`src/rtl/branch_target_buffer.sv`:
```
// Direct-mapped branch target buffer with 2-bit counters and a one-entry-per-cycle invalidation sweep.
// Outcome encoding: TAKEN = 1'b1, NOT_TAKEN = 1'b0. Define BTB_STATS_EN to add lookup/hit counters.
module branch_target_buffer #(
   parameter int unsigned ENTRIES    = 16,
   parameter int unsigned TAG_BITS   = 8,
   parameter int unsigned ADDR_WIDTH = 32
) (
   input  logic                  clk,
   input  logic                  rst,
   input  logic                  i_req_valid,
   input  logic [ADDR_WIDTH-1:0] i_req_pc,
   output logic                  o_req_hit,
   output logic                  o_req_prediction,
   output logic [ADDR_WIDTH-1:0] o_req_target,
   input  logic                  i_fb_valid,
   input  logic [ADDR_WIDTH-1:0] i_fb_pc,
   input  logic                  i_fb_outcome,
   input  logic [ADDR_WIDTH-1:0] i_fb_target,
   input  logic                  i_inv_req,
`ifdef BTB_STATS_EN
   output logic [31:0]           o_stat_lookups,
   output logic [31:0]           o_stat_hits,
`endif
   output logic                  o_inv_busy
);
   localparam int unsigned IDX = $clog2(ENTRIES);
   localparam logic TAKEN = 1'b1;

   typedef enum logic {IDLE, SWEEP} state_e;

   state_e                state_q, state_d;
   logic [IDX-1:0]        sweep_ptr_q, sweep_ptr_d;
   logic [ENTRIES-1:0]    valid_q;
   logic [TAG_BITS-1:0]   tag_q    [ENTRIES];
   logic [ADDR_WIDTH-1:0] target_q [ENTRIES];
   logic [1:0]            ctr_q    [ENTRIES];

   logic [IDX-1:0]      req_idx, fb_idx;
   logic [TAG_BITS-1:0] req_tag, fb_tag;
   logic                fb_hit, fb_upd;
   logic [1:0]          ctr_cur, ctr_nxt;

   // Bits outside index/tag fields are intentionally ignored.
   logic unused_pc;
   assign unused_pc = ^{i_req_pc, i_fb_pc};

   assign req_idx = i_req_pc[IDX+1:2];
   assign req_tag = i_req_pc[IDX+TAG_BITS+1:IDX+2];
   assign fb_idx  = i_fb_pc[IDX+1:2];
   assign fb_tag  = i_fb_pc[IDX+TAG_BITS+1:IDX+2];

   assign o_inv_busy       = (state_q == SWEEP);
   assign o_req_hit        = i_req_valid && valid_q[req_idx] && (tag_q[req_idx] == req_tag)
                             && !o_inv_busy;
   assign o_req_prediction = o_req_hit && ctr_q[req_idx][1];
   assign o_req_target     = o_req_hit ? target_q[req_idx] : '0;

   always_comb begin
      fb_hit  = valid_q[fb_idx] && (tag_q[fb_idx] == fb_tag);
      fb_upd  = i_fb_valid && (state_q == IDLE);
      ctr_cur = ctr_q[fb_idx];
      ctr_nxt = ctr_cur;
      if (i_fb_outcome == TAKEN) begin
         if (ctr_cur != 2'b11) ctr_nxt = ctr_cur + 2'b01;
      end else if (ctr_cur != 2'b00) begin
         ctr_nxt = ctr_cur - 2'b01;
      end
   end

   always_comb begin
      state_d     = state_q;
      sweep_ptr_d = sweep_ptr_q;
      case (state_q)
         IDLE: begin
            if (i_inv_req) begin
               state_d     = SWEEP;
               sweep_ptr_d = '0;
            end
         end
         SWEEP: begin
            sweep_ptr_d = sweep_ptr_q + IDX'(1);
            if (sweep_ptr_q == IDX'(ENTRIES - 1)) state_d = IDLE;
         end
         default: state_d = IDLE;
      endcase
   end

   always_ff @(posedge clk) begin
      if (rst) begin
         state_q     <= IDLE;
         sweep_ptr_q <= '0;
      end else begin
         state_q     <= state_d;
         sweep_ptr_q <= sweep_ptr_d;
      end
   end

   // Sweep clears only valid bits; counters survive until reset.
   always_ff @(posedge clk) begin
      if (rst) begin
         valid_q <= '0;
         for (int i = 0; i < int'(ENTRIES); i++) ctr_q[i] <= 2'b01;
      end else if (state_q == SWEEP) begin
         valid_q[sweep_ptr_q] <= 1'b0;
      end else if (fb_upd) begin
         if (fb_hit) begin
            ctr_q[fb_idx] <= ctr_nxt;
         end else if (i_fb_outcome == TAKEN) begin
            valid_q[fb_idx] <= 1'b1;
            ctr_q[fb_idx]   <= 2'b10;
         end
      end
   end

   always_ff @(posedge clk) begin
      if (!rst && fb_upd && (i_fb_outcome == TAKEN)) begin
         tag_q[fb_idx]    <= fb_tag;
         target_q[fb_idx] <= i_fb_target;
      end
   end

`ifdef BTB_STATS_EN
   logic [31:0] lookups_q, hits_q;

   always_ff @(posedge clk) begin
      if (rst) begin
         lookups_q <= '0;
         hits_q    <= '0;
      end else begin
         if (i_req_valid && (lookups_q != 32'hFFFF_FFFF)) lookups_q <= lookups_q + 32'd1;
         if (o_req_hit && (hits_q != 32'hFFFF_FFFF))      hits_q    <= hits_q + 32'd1;
      end
   end

   assign o_stat_lookups = lookups_q;
   assign o_stat_hits    = hits_q;
`endif

endmodule

```
`config.mk`:
```
export PLATFORM = sky130hd
export DESIGN_NAME = branch_target_buffer
export DESIGN_NICKNAME = d
export VERILOG_FILES = /design/src/rtl/branch_target_buffer.sv
export SDC_FILE = /design/constraint.sdc
export NUM_CORES = 1
export LEC_CHECK = 0
export BUFFER_PORTS_ARGS = -buffer_cell sky130_fd_sc_hd__buf_4
export CORE_UTILIZATION = 40
export CTS_CLUSTER_SIZE = 30
export DETAILED_ROUTE_END_ITERATION = 8
export PLACE_DENSITY = 0.56
export SLEW_MARGIN = 30
export SYNTH_ARGS = -nofsm -noshare
export SYNTH_HDL_FRONTEND = slang
export SYNTH_SLANG_ARGS = --single-unit
```
`constraint.sdc`:
```
create_clock -name clk -period 4.7 [get_ports clk]
set_clock_uncertainty 0.05 [all_clocks]
set_input_delay 0.47 -clock clk [delete_from_list [all_inputs] [get_ports clk]]
set_output_delay 0.47 -clock clk [all_outputs]
set_load 0.1 [all_outputs]
```
Yosys cells after proc, flatten, opt, wreduce, memory -nomap -nowiden
Memory sizes are Yosys's and may differ from the RTL's.
Index checks and enable logic that the tools add are counted.
Word-level totals
  word-level logic and storage cells: 82
  output and inout port bits: 35
  RAM bits: 672
  input port bits: 102
  flip-flop bits (word level): 21
  bits in latches: 0
  memory bits (read-only): 0
  memories: 3
Memories
  target_q: depth 16, width 32, read ports 1, clocked after memory_dff 0, wr ports 1, RTL line 35  | logic [ADDR_WIDTH-1:0] target_q [ENTRIES];
  tag_q: depth 16, width 8, read ports 2, clocked after memory_dff 0, wr ports 1, RTL line 34  | logic [TAG_BITS-1:0] tag_q [ENTRIES];
  ctr_q: depth 16, width 2, read ports 2, clocked after memory_dff 0, wr ports 16, RTL line 36  | logic [1:0] ctr_q [ENTRIES];
Cells by class
  shifts and indexed selects: 0
  equal/unequal tests: 6
  reductions and logical operators: 17
  div/mod/pow operators: 0
  add/subtract/negate cells: 3
  mux-type cells: 40
  multiply operators: 0
  magnitude comparators: 5
  bitwise logic cells: 5
Operator list (number)
  $mux W16: 4
  $mux W32: 1
  $mux W1: 22
  $and A16 B16 Y16: 1
  $eq A8 B8 Y1: 2
  $not A16 Y16: 1
  $or A16 B16 Y16: 1
  $lt A4 B5 Y1 const B: 3
  $logic_and A1 B1 Y1: 10
  $mux W2: 5
  $bmux W1 S4: 2
  $demux W1 S4: 2
  $ge A4 B1 Y1 const B: 2
  $mux W4: 2
  $pmux W4 S2: 1
  $ne A2 B2 Y1 const B: 3
  $reduce_bool A2 Y1: 3
  $add A4 B1 Y4 const B: 1
  $eq A4 B4 Y1 const B: 1
  $reduce_and A3 Y1: 1
  $add A2 B1 Y2 const B: 1
  $logic_not A1 Y1: 2
  $pmux W1 S2: 1
  $reduce_or A2 Y1: 1
  3 further kinds: 3

Depth between registers and ports, before layout
  depth after elaboration: 11
  depth in mapped cells: 12
  gate-level depth less buffers: 8

Worst setup path after synthesis
OpenSTA, ideal clock, no wires.
  path kind: input to output
  start: in i_req_pc[2]
  end: out o_req_target[10]
  stages: 9
  required time: 4.180 ns
  arrival: 4.220 ns
  setup slack: -0.040 ns
  buffers on the path: 4
  path through: buf_2 buf_2 clkbuf_1 mux4_2 mux4_2 xnor2_1 nand3_1 clkbuf_1 nor2b_1
On the way
  longest elaborated chain between the ends: 6
  elaborated cells on any way between the ends: 9
  those cells by class: 1 x eq/ne; 3 x mux; 3 x reduce/logical; 2 x memory
Ends and longest elaborated chain
  from (decl): RTL line 11  | input logic [ADDR_WIDTH-1:0] i_req_pc,
  parallel branches: the longest is 5 deep, another holds $mem_v2 Z16 W8
  $mux W32 *: RTL line 56  | assign o_req_target = o_req_hit ? target_q[req_idx] : '0;
  to (decl): RTL line 14  | output logic [ADDR_WIDTH-1:0] o_req_target,
Mark *: on every way between the ends. The select of a mux whose other input is x is not followed.

Worst setup path after layout
  start: in i_req_pc[2]
  end: out o_req_target[0]
Same word-level chain as after synthesis.

==> metrics.yaml <==
routing:
  route.met2.wl_um: 34000
  drc: 0
  first_pass_iters: 5
  via_per_inst: 5.67
  routed_wl_um: 68600
  maxUsedRoutingLayer: "met5"
  vias: 14100
  dr_wl_met3_um: 3320
  met1_length_um: 29800
  dr.first_iter.drc_count: 1128
  postRouteAntennaNets: 0
  routedWlPerCell_um: 27.7
die:
  die-area_um2: 72600
  die_h_um: 270
  rows: 97
  fp.dieW_um: 270
  coreArea_um2: 70400
  ioPinCount: 137
  initial_core_util: 0.407
sta:
  worstMarginPinSlew_ns: 0.906
  final_max_slew_viol_count: 0
  setup_tns_ns: 0
  final.setup.worst_slack_ns: 0.564
  slew_headroom: 0.396
  rsz0062_at_grt: "no"
  setup_viol: 0
  hold_viol: 0
  fin_crit_ns: 4.14
  max_freq_ghz: 0.242
  finalCritPeriodShare: 0.880
worst_setup_path:
  start_kind: "input pin"
  cp.arrival_ns: 3.62
  startpoint: "i_req_pc[2]"
  timing.rr.start: "tag_q[0][2]"
  path_class: "input pin to output port"
  cp.required_ns: 4.18
  cp-end-kind: "output port"
  worstPathMaxFanout: 21
clock_network:
  clock_latency_ns: 0.60
  cts_setup_buffers: 0
  cts_buffer_depth: 3
  post_cts_resized: 0
  cts_buffers: 73
  clk_pin_slew_worst_paths_ns: 0.05
  htree_levels: 3
  cts_tree: "done"
  clock-root-buffer: "clkbuf_16"
  hold_buffers: 0
  cts.sink_count: 693
global_route:
  grt_pass1_vias: 14900
  globalRouteOverflowTotal: 0
  grt_usage: 0.191
  grt_pass1_wl_um: 101000
  grt_max_degree: 59
  antenna_found_initial: 2
placement:
  hpwl_um: 36000
  gp_congestion: 0.805
  pre_cts_slack_ns: 0.457
  portBuffers: 96
  place_area_um2: 30800
power_and_ir_drop:
  power_w: 0.0129
  p_per_area_nw_per_um2: 390
  p_leak_nw: 10.4
  ir_drop_mv: 0.225
final_layout:
  fin_area_um2: 33000
  insertedDiodeCount: 0
  fill_cells: 5861
  area_growth_pct: 15.4
  final_cell_mix: "672 x edfxtp_1, 244 x mux4_2, 125 x buf_4, 74 x clkbuf_16, 43 x nor2b_1"
  layout.nets: 1594
  layout_commonest_cell: "edfxtp_1"
  drive_gt1_frac: 0.327
synth:
  synth_xor_area_frac: 0.00520
  synth-seq-area-share: 0.720
  async_reset_ff_frac: 0
  synth_edf_count: 672
  dominantRegCellSynth: "edfxtp_1"
  avgSynthCellArea_um2: 21.1
  ys_types: 49
  synthSimpleGateAreaFrac: 0.0346
  synth_compound_area_frac: 0.0186
  synth_mux_area_frac: 0.205
  ys_warn_count: 0
  synth_seq_cells: 693
  synthAdderAreaFrac: 0.00210
  syn_area_um2: 28600
  netlist_instances: 1355
  synth_fp_nets: 1461
  synth_top_family_by_area: "multiplexers"
hold_path:
  min_path_type: "input pin to flip-flop"
  hold_start: "i_inv_req"
flow_run:
  max_cap_violations: 0
run_status:
  status: "complete, no violations"
[power breakdown]
part           internal (W)  switching [W]  leakage (nW)
Clock               0.00307        0.00228          1.07
Sequential          0.00680      0.0000128          6.20
Combinational      0.000320       0.000391          3.09
Total                0.0102        0.00269          10.4
[worst paths after layout]
check	cells after the start	endpoint	slack, ns
max	10	o_req_target[0]	0.56
min	3	o_inv_busy	0.11
max reg2reg	8	ctr_q[1][0]	1.11
min reg2reg	2	valid_q[11]	0.45
[state kept, by name, indices dropped and copies added (netlist names)]
name	flops
o_inv_busy	1
tag_q	128
target_q	512
valid_q	16
ctr_q	32
sweep_ptr_q	4
[metal layers]
layer,GRT usage,vias up
li1,-,5996
met1,0.265,7593
met2,0.310,384
met3,0.0308,87
met4,0.0576,4
met5,0,-
[final cells by class]
| type | instances | area [µm²] | share of cell area |
|---|---|---|---|
| sequential | 693 | 20600 | 0.624 |
| multi-input combinational | 569 | 7730 | 0.234 |
| clock buffer | 91 | 1940 | 0.0586 |
| timing repair buffer | 144 | 1310 | 0.0395 |
| tap | 940 | 1180 | 0.0356 |
| clock inverter | 35 | 250 | 0.00758 |
| inverter | 7 | 26.3 | 0.000796 |
[metrics by stage]
step                hold WS [ns]  std cells  utilization
floorplan                  0.398       1355            -
global placement           0.430       2353        0.438
detailed placement         0.439       2353        0.438
CTS                       0.0716       2479        0.469
global route               0.115       2479        0.469
finish                     0.110       2479        0.469
[worst max-delay path, stage by stage]
cell	delay, ns
buf_8	0.25
buf_12	0.22
buf_4	0.40
mux4_2	0.57
mux4_2	0.51
xnor2_1	0.25
nand3_2	0.15
buf_4	0.20
nor2b_1	0.21
buf_4	0.33
[synth_stat cells, types with 5 or more instances]
cell type  number  area share
xor2_1         11      0.0034
edfxtp_1      672        0.71
a21o_1         14      0.0037
inv_1           7     0.00092
clkbuf_1       45      0.0059
a21oi_1        14      0.0024
dfxtp_1        21       0.015
mux4_2        244        0.19
nand3_1        32      0.0056
mux2i_1        36       0.013
nor3_1         12      0.0021
nand2b_1        8      0.0017
nor2_1         38      0.0050
buf_1          12      0.0016
nor2b_1        43      0.0094
a22oi_1         5      0.0013
nand2_1        23      0.0030
a31oi_1         7      0.0015
nor3b_1        17      0.0045
xnor2_1         6      0.0018
buf_2          22      0.0038
o21ai_0        15      0.0026
[kinds of logic (layout without fill, tap and decap cells)]
group,Yosys count,in the layout
AOI/OAI and AO/OA,78,78
and+or+nand+nor,187,187
DFF,693,693
buffers and inverters,93,277
adders and majority gates,5,5
muxes,282,282
xor gates and xnor gates,17,17
Note: power is estimated with default switching activity, not from simulation.
